===== src/rtl/fifo_pkg.sv =====
// -----------------------------------------------------------------------------
// fifo_pkg
// Shared definitions for the synchronous FIFO: default geometry, helpers that
// derive pointer and occupancy-count widths from a depth, and the per-cycle
// operation encoding used to update the occupancy count.
// -----------------------------------------------------------------------------
package fifo_pkg;

  localparam int DEF_FIFO_WIDTH = 16;
  localparam int DEF_FIFO_DEPTH = 8;

  // Pointer width addresses DEPTH entries; the count needs one extra bit so
  // that "completely full" (count == DEPTH) is representable.
  function automatic int ptr_width(input int depth);
    return (depth > 1) ? $clog2(depth) : 1;
  endfunction

  function automatic int cnt_width(input int depth);
    return ptr_width(depth) + 1;
  endfunction

  localparam int DEF_PTR_W = ptr_width(DEF_FIFO_DEPTH);
  localparam int DEF_CNT_W = cnt_width(DEF_FIFO_DEPTH);

  // Accepted operations in one cycle, packed as {write_accepted, read_accepted}.
  typedef enum logic [1:0] {
    OP_IDLE = 2'b00,
    OP_RD   = 2'b01,
    OP_WR   = 2'b10,
    OP_BOTH = 2'b11
  } fifo_op_e;

endpackage : fifo_pkg


===== src/rtl/sync_fifo.sv =====
// -----------------------------------------------------------------------------
// sync_fifo
// Single-clock FIFO with registered read data and registered handshake flags.
//
// Ports
//   clk          sole clock, rising edge
//   rst          asynchronous, active-high reset
//   data_in      write data
//   wr_en        write request
//   rd_en        read request
//   data_out     read data, valid the cycle after an accepted read, held otherwise
//   wr_ack       previous-cycle write was accepted
//   overflow     previous-cycle write was rejected because the FIFO was full
//   underflow    previous-cycle read was rejected because the FIFO was empty
//   full, empty, almostfull, almostempty
//                combinational status decoded from the occupancy count
// -----------------------------------------------------------------------------
module sync_fifo
  import fifo_pkg::*;
#(
  parameter int FIFO_WIDTH = DEF_FIFO_WIDTH,
  parameter int FIFO_DEPTH = DEF_FIFO_DEPTH
) (
  input  logic                  clk,
  input  logic                  rst,
  input  logic [FIFO_WIDTH-1:0] data_in,
  input  logic                  wr_en,
  input  logic                  rd_en,
  output logic [FIFO_WIDTH-1:0] data_out,
  output logic                  wr_ack,
  output logic                  overflow,
  output logic                  underflow,
  output logic                  full,
  output logic                  empty,
  output logic                  almostfull,
  output logic                  almostempty
);

  localparam int PTR_W = ptr_width(FIFO_DEPTH);
  localparam int CNT_W = cnt_width(FIFO_DEPTH);

  logic [FIFO_WIDTH-1:0] mem [FIFO_DEPTH];
  logic [PTR_W-1:0]      wr_ptr;
  logic [PTR_W-1:0]      rd_ptr;
  logic [CNT_W-1:0]      count;

  logic     wr_accept;
  logic     rd_accept;
  fifo_op_e op;

  // A write while full is dropped even if a read frees a slot in the same
  // cycle; a read while empty is dropped even if a write fills one. Both
  // decisions are made from the occupancy at the edge, never from the
  // other request.
  assign wr_accept = wr_en & ~full;
  assign rd_accept = rd_en & ~empty;
  assign op        = fifo_op_e'({wr_accept, rd_accept});

  // Status decode. Count is cleared asynchronously, so these flags show the
  // empty state for the whole time rst is held.
  assign full        = (count == CNT_W'(FIFO_DEPTH));
  assign empty       = (count == CNT_W'(0));
  assign almostfull  = (count == CNT_W'(FIFO_DEPTH - 1));
  assign almostempty = (count == CNT_W'(1));

  // NOTE: storage has no reset; stale entries are unreachable once the
  // pointers and count are cleared, and a reset-free array maps onto RAM.
  always_ff @(posedge clk) begin
    if (wr_accept) mem[wr_ptr] <= data_in;
  end

  // NOTE: non-blocking assignments for all clocked state, so every register
  // samples pre-edge values regardless of statement order.
  always_ff @(posedge clk or posedge rst) begin
    if (rst) begin
      wr_ptr    <= '0;
      rd_ptr    <= '0;
      count     <= '0;
      data_out  <= '0;
      wr_ack    <= 1'b0;
      overflow  <= 1'b0;
      underflow <= 1'b0;
    end else begin
      // Power-of-two depth: natural pointer overflow is the modulo wrap.
      if (wr_accept) wr_ptr <= wr_ptr + 1'b1;

      if (rd_accept) begin
        data_out <= mem[rd_ptr];
        rd_ptr   <= rd_ptr + 1'b1;
      end

      wr_ack    <= wr_accept;
      overflow  <= wr_en & full;
      underflow <= rd_en & empty;

      case (op)
        OP_WR:   count <= count + 1'b1;
        OP_RD:   count <= count - 1'b1;
        default: count <= count;
      endcase
    end
  end

endmodule : sync_fifo


===== config.mk =====
export PLATFORM = sky130hd
export DESIGN_NAME = sync_fifo
export DESIGN_NICKNAME = d
export VERILOG_FILES = /design/src/rtl/fifo_pkg.sv /design/src/rtl/sync_fifo.sv
export SDC_FILE = /design/constraint.sdc
export NUM_CORES = 1
export LEC_CHECK = 0
export BUFFER_PORTS_ARGS = -buffer_cell sky130_fd_sc_hd__buf_2
export CAP_MARGIN = 20
export CORE_MARGIN = 1.5
export CORE_UTILIZATION = 40
export DETAILED_ROUTE_END_ITERATION = 12
export GPL_ROUTABILITY_DRIVEN = 1
export GPL_TIMING_DRIVEN = 0
export PLACE_DENSITY = 0.68
export SLEW_MARGIN = 40
export SYNTH_ARGS = -nofsm -noshare
export SYNTH_HDL_FRONTEND = slang
export SYNTH_SLANG_ARGS = --single-unit

===== constraint.sdc =====
create_clock -name clk -period 6.95 [get_ports clk]
set_input_delay 0 -clock clk [delete_from_list [all_inputs] [get_ports clk]]
set_output_delay 0 -clock clk [all_outputs]
set_load 0.005 [all_outputs]

==> Word-level counts from Yosys, hierarchy flattened <==
Memory sizes are Yosys's and may differ from the RTL's. A register that Yosys moved wholly into a read port is not among the register bits.
Cells that the tools add are included.
W data, S select, Z words.
{ "word_totals": {"romBits": 0, "ramBits": 128, "latch_bits": 0, "word_cells": 27, "out_inout_bits": 23, "memories": 1, "regBits": 13} }
{ "op_classes": {"bitwise_logic": 6, "shift": 0, "mul": 0, "mux": 3, "div": 0, "eq_ne": 5, "addsub": 4, "n_reduce_logical": 2, "order_cmp": 0} }
{ "memory_table": {"columns": ["memory", "depth", "width", "read_ports", "rd_clocked_by_memory_dff", "wr", "line_no", "text"], "rows": [
  ["mem", 8, 16, 1, 1, 1, "sync_fifo.sv:42", "logic [FIFO_WIDTH-1:0] mem [FIFO_DEPTH];"]
]} }
{ "op_table": {"columns": ["operator", "n"], "rows": [
  ["$pmux W4 S2", 1],
  ["$add A3 B1 Y3 const B", 2],
  ["$add A4 B1 Y4 const B", 1],
  ["$and A1 B1 Y1", 4],
  ["$eq A4 B1 Y1 const B", 1],
  ["$eq A4 B3 Y1 const B", 1],
  ["$eq A4 B4 Y1 const B", 1],
  ["$logic_not A4 Y1", 1],
  ["$sub A4 B1 Y4 const B", 1],
  ["$eq A2 B1 Y1 const B", 1],
  ["$eq A2 B2 Y1 const B", 1],
  ["$mux W1", 2],
  ["$not A1 Y1", 2],
  ["$reduce_bool A2 Y1", 1]
]} }

==> Logic depth before layout (Yosys ltp) <==
Gate-level depths: netlist of run 1.
{ "depth": {"depth_word": 5, "mapped_depth": 11, "depth_no_buf": 9} }

==> Worst setup path after synthesis of run 1 <==
OpenSTA, ideal clock, no wires.
{ "synth_timing": {"path_kind": "register to register", "from": "register count[0]", "to": "memory mem[1][0] (netlist name) (enable)", "synth_period_minus_slack_ns": 2.524, "t_arrival_ns": 2.115, "path_slack_ns": 4.426, "path_stages_with_launch": 6, "required_ns": 6.541, "setup_ns": 0.409, "path_buffers": 0, "cell_sequence": "dfrtp_1 -> inv_1 -> ha_1 -> nand3b_1 -> nand3_1 -> nor3_1"} }
{ "synth_between": {"elab_chain_len": 5} }
{ "synth_lines": {"columns": ["element", "line_no", "text"], "rows": [
  ["from (decl)", "sync_fifo.sv:45", "logic [CNT_W-1:0] count;"],
  ["from (signal assigned)", "sync_fifo.sv:97", "OP_WR: count <= count + 1'b1;"],
  ["from (signal assigned)", "sync_fifo.sv:98", "OP_RD: count <= count - 1'b1;"],
  ["from (signal assigned)", "sync_fifo.sv:99", "default: count <= count;"],
  ["$eq A4 B4 Y1", "sync_fifo.sv:61", "assign full = (count == CNT_W'(FIFO_DEPTH));"],
  ["$not A1 Y1", "sync_fifo.sv:55", "assign wr_accept = wr_en & ~full;"],
  ["$and A1 B1 Y1", "sync_fifo.sv:55", null],
  ["$mux W1", "sync_fifo.sv:69", "if (wr_accept) mem[wr_ptr] <= data_in;"],
  ["$mux W1 (not written as such)", "sync_fifo.sv:69", null],
  ["to (decl)", "sync_fifo.sv:42", null]
]} }
Every way passes these cells.

==> Final worst setup path of run 1 <==
{ "layout_timing": {"from": "register count[0]", "to": "memory mem[0][12] (netlist name) (enable)"} }
Same word-level chain as after synthesis.

==> results of run 1 <==
## area by class of cell
| type | count | area (um^2) | share of cell area, % |
|---|---|---|---|
| Tap cell | 211 | 264 | 3.41 |
| Timing Repair Buffer | 71 | 515 | 6.67 |
| Sequential cell | 157 | 4570 | 59.1 |
| Inverter | 7 | 26.3 | 0.340 |
| Multi-Input combinational cell | 178 | 1620 | 21.0 |
| Clock buffer | 25 | 495 | 6.41 |
| Clock inverter | 7 | 109 | 1.41 |
| Buffer | 18 | 129 | 1.67 |
## worst reg2reg max path: cells and delay by family, from the launching register on
kind	cells	cell delay (ns)
adder cells (fa/ha/maj)	1	0.22
AND/OR/NAND/NOR	3	1.09
buffers and inverters	3	0.62
flip-flops	1	0.45
## sequential cells by signal, indices dropped and copies added, names as in the netlist
name and flops:
underflow 1, data_out 16, wr_ack 1, overflow 1, rd_ptr 3, wr_ptr 3, mem 128, count 4
## logic make-up after synthesis
kind of cell	count (synthesis)
adders and majority gates	6
xor gates and xnor gates	8
buffers and inverters	25
and+or+nand+nor	31
muxes	67
DFF	157
AOI/OAI and AO/OA	66
## Yosys cell counts
master,n
a21oi_2,1
a22o_1,16
and2_1,2
and3b_2,1
buf_2,7
buf_4,2
buf_6,6
clkbuf_1,3
dfrtp_1,29
edfxtp_1,128
ha_1,6
inv_1,6
inv_2,1
mux2_1,11
mux2_2,23
mux2i_1,33
nand2_1,4
nand2b_1,4
nand3_1,2
nand3b_1,3
nand4b_1,1
nor2_1,8
nor2b_1,1
nor3_1,2
nor3b_1,2
o21ai_0,17
o22ai_1,16
o31ai_2,16
or4b_1,1
xnor2_1,6
xor2_1,2
## power groups by stage
stage / registers (uW) / logic (uW) / clock network [uW]
floorplan: 1310 / 654 / 0
global placement: 1330 / 915 / 0
detailed placement: 1340 / 990 / 0
CTS: 1320 / 1010 / 953
global route: 1340 / 1080 / 992
finish: 1320 / 991 / 938
## path summary, 6_finish.rpt
kind | end | slack (ns) | startpoint | depth (start not counted)
setup / recovery | mem[0][12]$_DFFE_PP_ | 4.25 | count[0]$_DFFE_PP0P_ | 7
hold / removal | data_out[3]$_DFFE_PP0P_ | 0.25 | rst | 3
setup reg to reg | mem[0][12]$_DFFE_PP_ | 4.25 | count[0]$_DFFE_PP0P_ | 7
hold reg to reg | wr_ptr[0]$_DFFE_PP0P_ | 0.52 | wr_ptr[0]$_DFFE_PP0P_ | 1
max in group asynchronous | count[3]$_DFFE_PP0P_ | 6.24 | rst | 3
min in group clk | mem[5][13]$_DFFE_PP_ | 0.39 | data_in[13] | 2
## repair_timing
action                    CTS  global route
hold endpoints to repair  163             0
buffers inserted            0             0
hold buffers               19             0
## stage by stage
| step | cell area (um^2) | setup WS, ns | std cells |
|---|---|---|---|
| final | 7730 | 4.25 | 674 |
| after global routing | 7730 | 4.08 | 674 |
| after CTS | 7730 | 4.21 | 674 |
| after detailed placement | 6940 | 4.23 | 623 |
| after global placement | 6770 | 3.31 | 613 |
| after floorplan | 6290 | 4.43 | 360 |
## routing by layer
metal,up-vias,routed length (um)
met2,106,7050
met1,1768,5510
li1,1591,-
met5,-,0
met4,0,129
met3,13,765
==> qor.csv, run 1 <==
metric,value,unit
grt_usage,17.5,%
final_common_cell,edfxtp_1,
cp_cell_sequence,inv_1 > ha_1 > nand3b_1 > nand3b_1 > nor3_2 > buf_2 > buf_2,
synth_seq_cells,157,
routed_via_density,5.16,
setup_viol_count_final,0,
num_io_pins,43,
clkSlewWorstSetupHoldPaths,0.06,ns
p_total,3250,uW
drt_iter0_drc,316,
pwr-share-comb,30.5,%
syn-cell-area,6290,um^2
die_w,128,um
critPathLaunchType,flip-flop,
die_area,16500,um^2
rows,45,
avgSynthCellArea,17.5,um^2
cp_slowest_cell,nor3_2,
p_sw,986,uW
grt_pass1_vias,3685,
synth_top_cell_area_share,61.1,%
yosys_warnings,0,
grt.met2_usage,30.1,%
synth_fp_nets,386,
finalCritPeriodShare,38.9,%
synth_top_area_cell,edfxtp_1,
skew,0.0105,ns
drv_slew,0,
slowest_delay,0.57,ns
synth_top_family_by_area,multiplexers,
crit_family,simple AND/OR/NAND/NOR gates,
required,7.06,ns
tns,0,ns
crit_arrival,2.81,ns
ys_seq_area_share,72.6,%
synth.area.mux_share,11.3,%
cts_max_path_buffers,2,
critical_path.max_fanout,6,
grt_max_degree,30,
die_h,128,um
layout-drive-gt1-share,30.9,%
max_freq,370,MHz
dr.pass1.iters,4,
cap_violations,0,
p_sw_share,30.4,%
tightestPinTransition,0.715,ns
p_seq_share,40.6,%
hold_viol,0,
busiest_layer,met2,
cts-resized-gates,0,
met1_usage,21.4,%
end_kind,flip-flop,
synth_compound_area_share,8.49,%
antennaDiodeCount,0,
start_util,41.2,%
cts_max_level,4,
dpl.hpwl,8630,um
num_vias,3478,
finalCriticalPeriod,2.70,ns
p_per_area,420,nW/um^2
synth_xor_area_share,1.11,%
worst_hold_slack,0.252,ns
cts_tree,yes,
path_class,reg2reg,
hp-class,in2async,
antenna_left,0,
grt_pass1_wl,20700,um
syn_inst,360,
grt-ovfl-total,0,
io_buffers,42,
final_util,50.7,%
core-area,15300,um^2
clock_latency,0.42,ns
cts.sinks,157,
synth_area_leaders,"edfxtp_1, dfrtp_1, mux2i_1",
wire_per_inst,20.0,um
p_leak,0.00286,uW
layout_common_cells,"edfxtp_1, buf_2, mux2i_1",
p_int,2260,uW
outcome,"complete, no violations",
pwr-share-clk,28.9,%
synthAdderAreaFrac,1.19,%
use_met3,4.57,%
antenna_found_initial,0,
drc,0,
syn_to_final_growth,22.9,%
layout.nets,476,
root_buffer,clkbuf_16,
rsz0062_at_grt,false,
wirelength,13500,um
nFillCells,1262,
yosys.area_share.simple,2.78,%
yosysUniqueCellTypes,31,
numCtsBuffers,17,
critPathBufInv,3,
gp_congestion,0.726,
relSlewSlack,52.3,%
ir_drop,0.172,mV
Note: power is estimated with default switching activity, not from simulation.
==> run 2: changes to the inputs <==
--- a/config.mk
+++ b/config.mk
@@ -5,6 +5,7 @@
 export SDC_FILE = /design/constraint.sdc
 export NUM_CORES = 1
 export LEC_CHECK = 0
+export ABC_AREA = 1
 export BUFFER_PORTS_ARGS = -buffer_cell sky130_fd_sc_hd__buf_2
 export CAP_MARGIN = 20
 export CORE_MARGIN = 1.5
==> constraint.sdc (replaced) <==
create_clock -name clk -period 2.5 [get_ports clk]
set_input_delay 0 -clock clk [delete_from_list [all_inputs] [get_ports clk]]
set_output_delay 0 -clock clk [all_outputs]
set_load 0.005 [all_outputs]
==> run 2 against run 1 <==
  * Flip-flop and latch count did not move
  * Utilization decreased by 0.94 points
  * Clock skew is 0.0022 ns lower
  * Total power increased to 2.9 times the previous value
  * First-iteration DRC count is 24% higher
  * Final cell count up 43%
  * Combinational power increased to 3.1 times the previous value
  * Critical endpoint is now mem[7][0]$_DFFE_PP_
  * Wire length grew 12%
  * Synthesized cell count grew 78%
  * Area after synthesis is 6.3% higher
==> qor.csv, run 2 <==
metric,value,unit
outcome,"complete, no violations",
synth_top_cell_area_share,57.5,%
layout-drive-gt1-share,16.5,%
skew,0.00827,ns
core-area,16500,um^2
antenna_left,0,
cap_violations,0,
dpl.hpwl,9400,um
drc,0,
critPathBufInv,2,
largest_register_ffs,128,
antenna_found_initial,0,
rows,47,
finalCriticalPeriod,2.21,ns
syn-cell-area,6690,um^2
path_class,reg2reg,
p_per_area,1160,nW/um^2
grt_pass1_vias,4591,
layout.nets,754,
relSlewSlack,53.1,%
die_w,132,um
synth_enable_flop_cells,128,
synth_fp_nets,668,
grt-ovfl-total,0,
hold_viol,0,
yosys_warnings,0,
hp-class,in2async,
wl_met2,7380,um
p_leak,0.00368,uW
syn_inst,642,
die_area,17500,um^2
clock_latency,0.42,ns
dr.pass1.iters,8,
synth_top_area_cell,edfxtp_1,
setup_viol_count_final,0,
cts.sinks,157,
grt_max_degree,30,
routed_via_density,4.70,
tns,0,ns
synth_seq_cells,157,
critPathLaunchType,flip-flop,
slowest_delay,0.49,ns
clkSlewWorstSetupHoldPaths,0.06,ns
wirelength,15100,um
final_util,49.7,%
grt_pass1_wl,23800,um
num_vias,4518,
avgSynthCellArea,10.4,um^2
cts_tree,yes,
end_kind,flip-flop,
yosysUniqueCellTypes,25,
layout_common_cells,"nand2_1, edfxtp_1, inv_1",
cts_max_level,4,
root_buffer,clkbuf_16,
synth_ff_type,edfxtp_1,
finalCritPeriodShare,88.3,%
synth_area_leaders,"edfxtp_1, nand2_1, dfrtp_1",
ys_seq_area_share,68.3,%
wire_per_inst,15.7,um
path_common_cell,inv_1,
wl_met3,863,um
top_layer,met4,
critical_path.max_fanout,16,
die_h,132,um
cp_cell_sequence,inv_1 > ha_1 > nand3_2 > nand2_1 > inv_1 > nand2_2 > nor2_4,
reg.largest.list,"mem (128), data_out (16), count (4)",
syn_to_final_growth,22.4,%
gp_congestion,0.764,
max_freq,453,MHz
start_util,40.6,%
io_buffers,42,
synth_common_cells,"nand2_1, edfxtp_1, inv_1",
ir_drop,0.568,mV
drt-met1-wl,6520,um
num_io_pins,43,
crit_arrival,2.27,ns
grt_usage,18.2,%
drv_slew,0,
yosysMostFrequentCell,nand2_1,
synth_async_sr_flop_share,18.5,%
cts_max_path_buffers,2,
cp_slowest_cell,nor2_4,
drt_iter0_drc,391,
numCtsBuffers,17,
crit_family,simple AND/OR/NAND/NOR gates,
antennaDiodeCount,0,
final_common_cell,nand2_1,
rsz0062_at_grt,false,
regMostFlops,mem,
required,2.56,ns
tightestPinTransition,0.703,ns
run 2: cell count changes after synthesis, moves of 11 or more:
cell     previous run  this run
mux2_2             23         0
o31ai_2            16         0
mux2i_1            33         0
a22o_1             16         0
o22ai_1            16         1
nand2_1             4       208
inv_1               6       113
o21ai_0            17         4
mux2_1             11         0
nand3_1             2        97
buf_2               7        21
run 2: cell type report:
cell class	count	area, um^2
flip-flops and latches	157	4570
clock inverters	15	219
plain buffers	27	150
inverters	117	439
well taps	220	275
fillers	1466	8280
multi-input cells	341	1590
repair buffers	67	517
clock buffers	17	425
run 2: per-layer routing:
metal,vias to the layer above,track usage [%]
met3,28,3.92
met5,-,0
met4,0,7.33
met2,145,30.6
met1,2122,23.0
li1,2223,-
run 2: worst paths after layout:
check                                             start                        to  slack, ns  depth (start not counted)
worst min register to register  data_out[2]$_DFFE_PP0P_   data_out[2]$_DFFE_PP0P_       0.48                          2
max in group asynchronous                           rst  data_out[10]$_DFFE_PP0P_       1.81                          3
min in group clk                                  wr_en        overflow$_DFF_PP0_       0.35                          4
worst max-delay path               count[0]$_DFFE_PP0P_       mem[7][0]$_DFFE_PP_       0.29                          7
worst max register to register     count[0]$_DFFE_PP0P_       mem[7][0]$_DFFE_PP_       0.29                          7
worst min-delay path                                rst   data_out[3]$_DFFE_PP0P_       0.23                          3
run 2: cell families (layout without fill, tap and decap cells):
group / count (synthesis) / after routing / share of synthesized area, %
fa+ha+maj: 6 / 6 / 1.12
flops: 157 / 157 / 68.3
simple gates: 323 / 323 / 20.5
buf+inv: 144 / 243 / 8.81
compound gates: 6 / 6 / 0.505
xor+xnor: 6 / 6 / 0.786
run 2: power by group:
group          switching [uW]  internal (uW)  total (uW)
sequential                218           3380        3600
clock                    1030           1770        2790
combinational            2050           1030        3080
run 2: worst register-to-register path, delay by kind of cell (launching register included):
family / cells / cell delay (ns)
buffers and inverters: 2 / 0.24
adder cells (fa/ha/maj): 1 / 0.25
AND/OR/NAND/NOR: 4 / 0.91
flip-flops: 1 / 0.45
run 2: repair_timing:
item,CTS,global route
endpoints found under the setup margin,0,16
hold endpoints to repair,168,0
hold buffers,19,0
gates resized for setup,0,1
setup buffers,0,1
run 2: per-stage QoR:
stage                     cell area, um^2  total power, uW  worst slack (ns)  hold slack (ns)  cells
after detailed placement             7330             6680             0.162            0.156    909
after floorplan                      6690             5520             0.276           0.0781    642
after global routing                 8190            10000            0.0884            0.283    961
after global placement               7170             6470            -0.518            0.227    904
final                                8190             9470             0.292            0.227    961
after CTS                            8170             9500             0.122            0.253    960
==> run 3: changes to the inputs <==
==> constraint.sdc (replaced) <==
create_clock -name clk -period 2.6 [get_ports clk]
set_input_delay 0 -clock clk [delete_from_list [all_inputs] [get_ports clk]]
set_output_delay 0 -clock clk [all_outputs]
set_load 0.005 [all_outputs]
==> run 3 against run 2 <==
  * Combinational power fell by 4%
  * Sequential share of layout area is 0.15 points higher
  * Clock-buffer cell count is the same
  * Via count rose by 0.29%
  * Largest power group unchanged
==> qor.csv, run 3 (synthesized netlist as in run 2, its figures left out) <==
metric,value,unit
rrSetupSlack,0.28,ns
ir_drop,0.550,mV
wire_per_inst,15.7,um
final_cells,960,
crit_arrival,2.38,ns
die_w,132,um
finalCritPeriodShare,89.3,%
antennaDiodeCount,0,
cts.sinks,157,
dpl.hpwl,9400,um
clock_latency,0.43,ns
required,2.66,ns
drt_iter0_drc,386,
largest_register_ffs,128,
finalCriticalPeriod,2.32,ns
num_io_pins,43,
reg.largest.list,"mem (128), data_out (16), count (4)",
timing.rr.end,mem[5][7]$_DFFE_PP_,
final_common_cell,nand2_1,
routed_via_density,4.72,
syn_to_final_growth,22.1,%
grt_pass1_wl,23800,um
dr.pass1.iters,5,
cts_tree,yes,
dp_slack,0.262,ns
rsz0062_at_grt,false,
layout-drive-gt1-share,16.2,%
skew,0.00916,ns
cts_max_path_buffers,2,
regToRegStartpoint,count[0]$_DFFE_PP0P_,
crit_family,simple AND/OR/NAND/NOR gates,
grt_usage,18.2,%
ff2ff_path_depth,7,
drc,0,
num_vias,4531,
cp_cell_sequence,inv_1 > ha_1 > nand3_2 > nand2_1 > inv_1 > nand2_1 > nor2_4,
critical_path.max_fanout,16,
die_area,17500,um^2
layout.nets,753,
p_per_area,1110,nW/um^2
critPathLaunchType,flip-flop,
drv_slew,0,
grt-ovfl-total,0,
setup_viol_count_final,0,
dp_cells,909,
relSlewSlack,53.0,%
worst_hold_slack,0.224,ns
layout_common_cells,"nand2_1, edfxtp_1, inv_1",
cts_setup_buffers,0,
wirelength,15100,um
slowest_delay,0.56,ns
cp_slowest_cell,nor2_4,
core-area,16500,um^2
p_leak,0.00367,uW
layout_setup_ws,0.278,ns
cap_violations,0,
antenna_left,0,
tightestPinTransition,0.704,ns
numCtsBuffers,17,
start_util,40.6,%
final_util,49.6,%
root_buffer,clkbuf_16,
grt_pass1_vias,4591,
grt_max_degree,30,
rows,47,
hold_viol,0,
die_h,132,um
cp-startpoint,count[0]$_DFFE_PP0P_,
regMostFlops,mem,
max_freq,431,MHz
cts_max_level,4,
path_class,reg2reg,
outcome,"complete, no violations",
io_buffers,42,
hp-class,in2async,
critPathBufInv,2,
end_kind,flip-flop,
gp_congestion,0.764,
antenna_found_initial,0,
clkSlewWorstSetupHoldPaths,0.06,ns
## run 3: final cells by class
cell class / instances / area (um^2)
fill: 1469 / 8300
sequential: 157 / 4570
multi-input combinational: 341 / 1590
timing repair buffer: 66 / 497
inverter: 117 / 439
clock buffer: 17 / 425
tap: 220 / 275
clock inverter: 15 / 219
buffer: 27 / 150
## run 3: per-layer routing
metal	vias up	GRT usage, %	part of all wire (%)
li1	2223	-	-
met1	2118	23.0	43
met2	160	30.6	49
met3	30	3.92	6.4
met4	0	7.33	2.2
met5	-	0	0
## run 3: metrics by stage
stage          cell area (um^2)  power, uW  TNS, ns
3_3_place_gp               7170       6220   -45.41
5_1_grt                    8170       9600        0
2_1_floorplan              6690       5310        0
6_report                   8170       9090        0
4_1_cts                    8170       9140        0
3_5_place_dp               7330       6420        0
## run 3: timing repair
action,CTS,global route
endpoints found under the hold margin,168,0
hold buffers,19,0
resized for setup,0,0
## run 3: worst max path at each step
stage	cells after the start	end	slack (ns)
final	7	mem[5][7]$_DFFE_PP_	0.28
after CTS	7	mem[7][0]$_DFFE_PP_	0.22
after global placement	7	mem[3][15]$_DFFE_PP_	-0.42
after floorplan	6	mem[4][0]$_DFFE_PP_	0.38
after detailed placement	7	mem[5][15]$_DFFE_PP_	0.26
after global routing	7	mem[5][0]$_DFFE_PP_	0.09
## run 3: worst register-to-register path, stage by stage (launching register included)
cell     delay (ns)
dfrtp_1        0.45
inv_1          0.07
ha_1           0.25
nand3_2        0.11
nand2_1        0.12
inv_1          0.15
nand2_1        0.25
nor2_4         0.56
## run 3: where the power goes
group          total (uW)  switching (uW)  internal [uW]
Clock                2680             983           1700
Combinational        2950            1970            977
Sequential           3460             209           3250
Total                9090            3160           5930
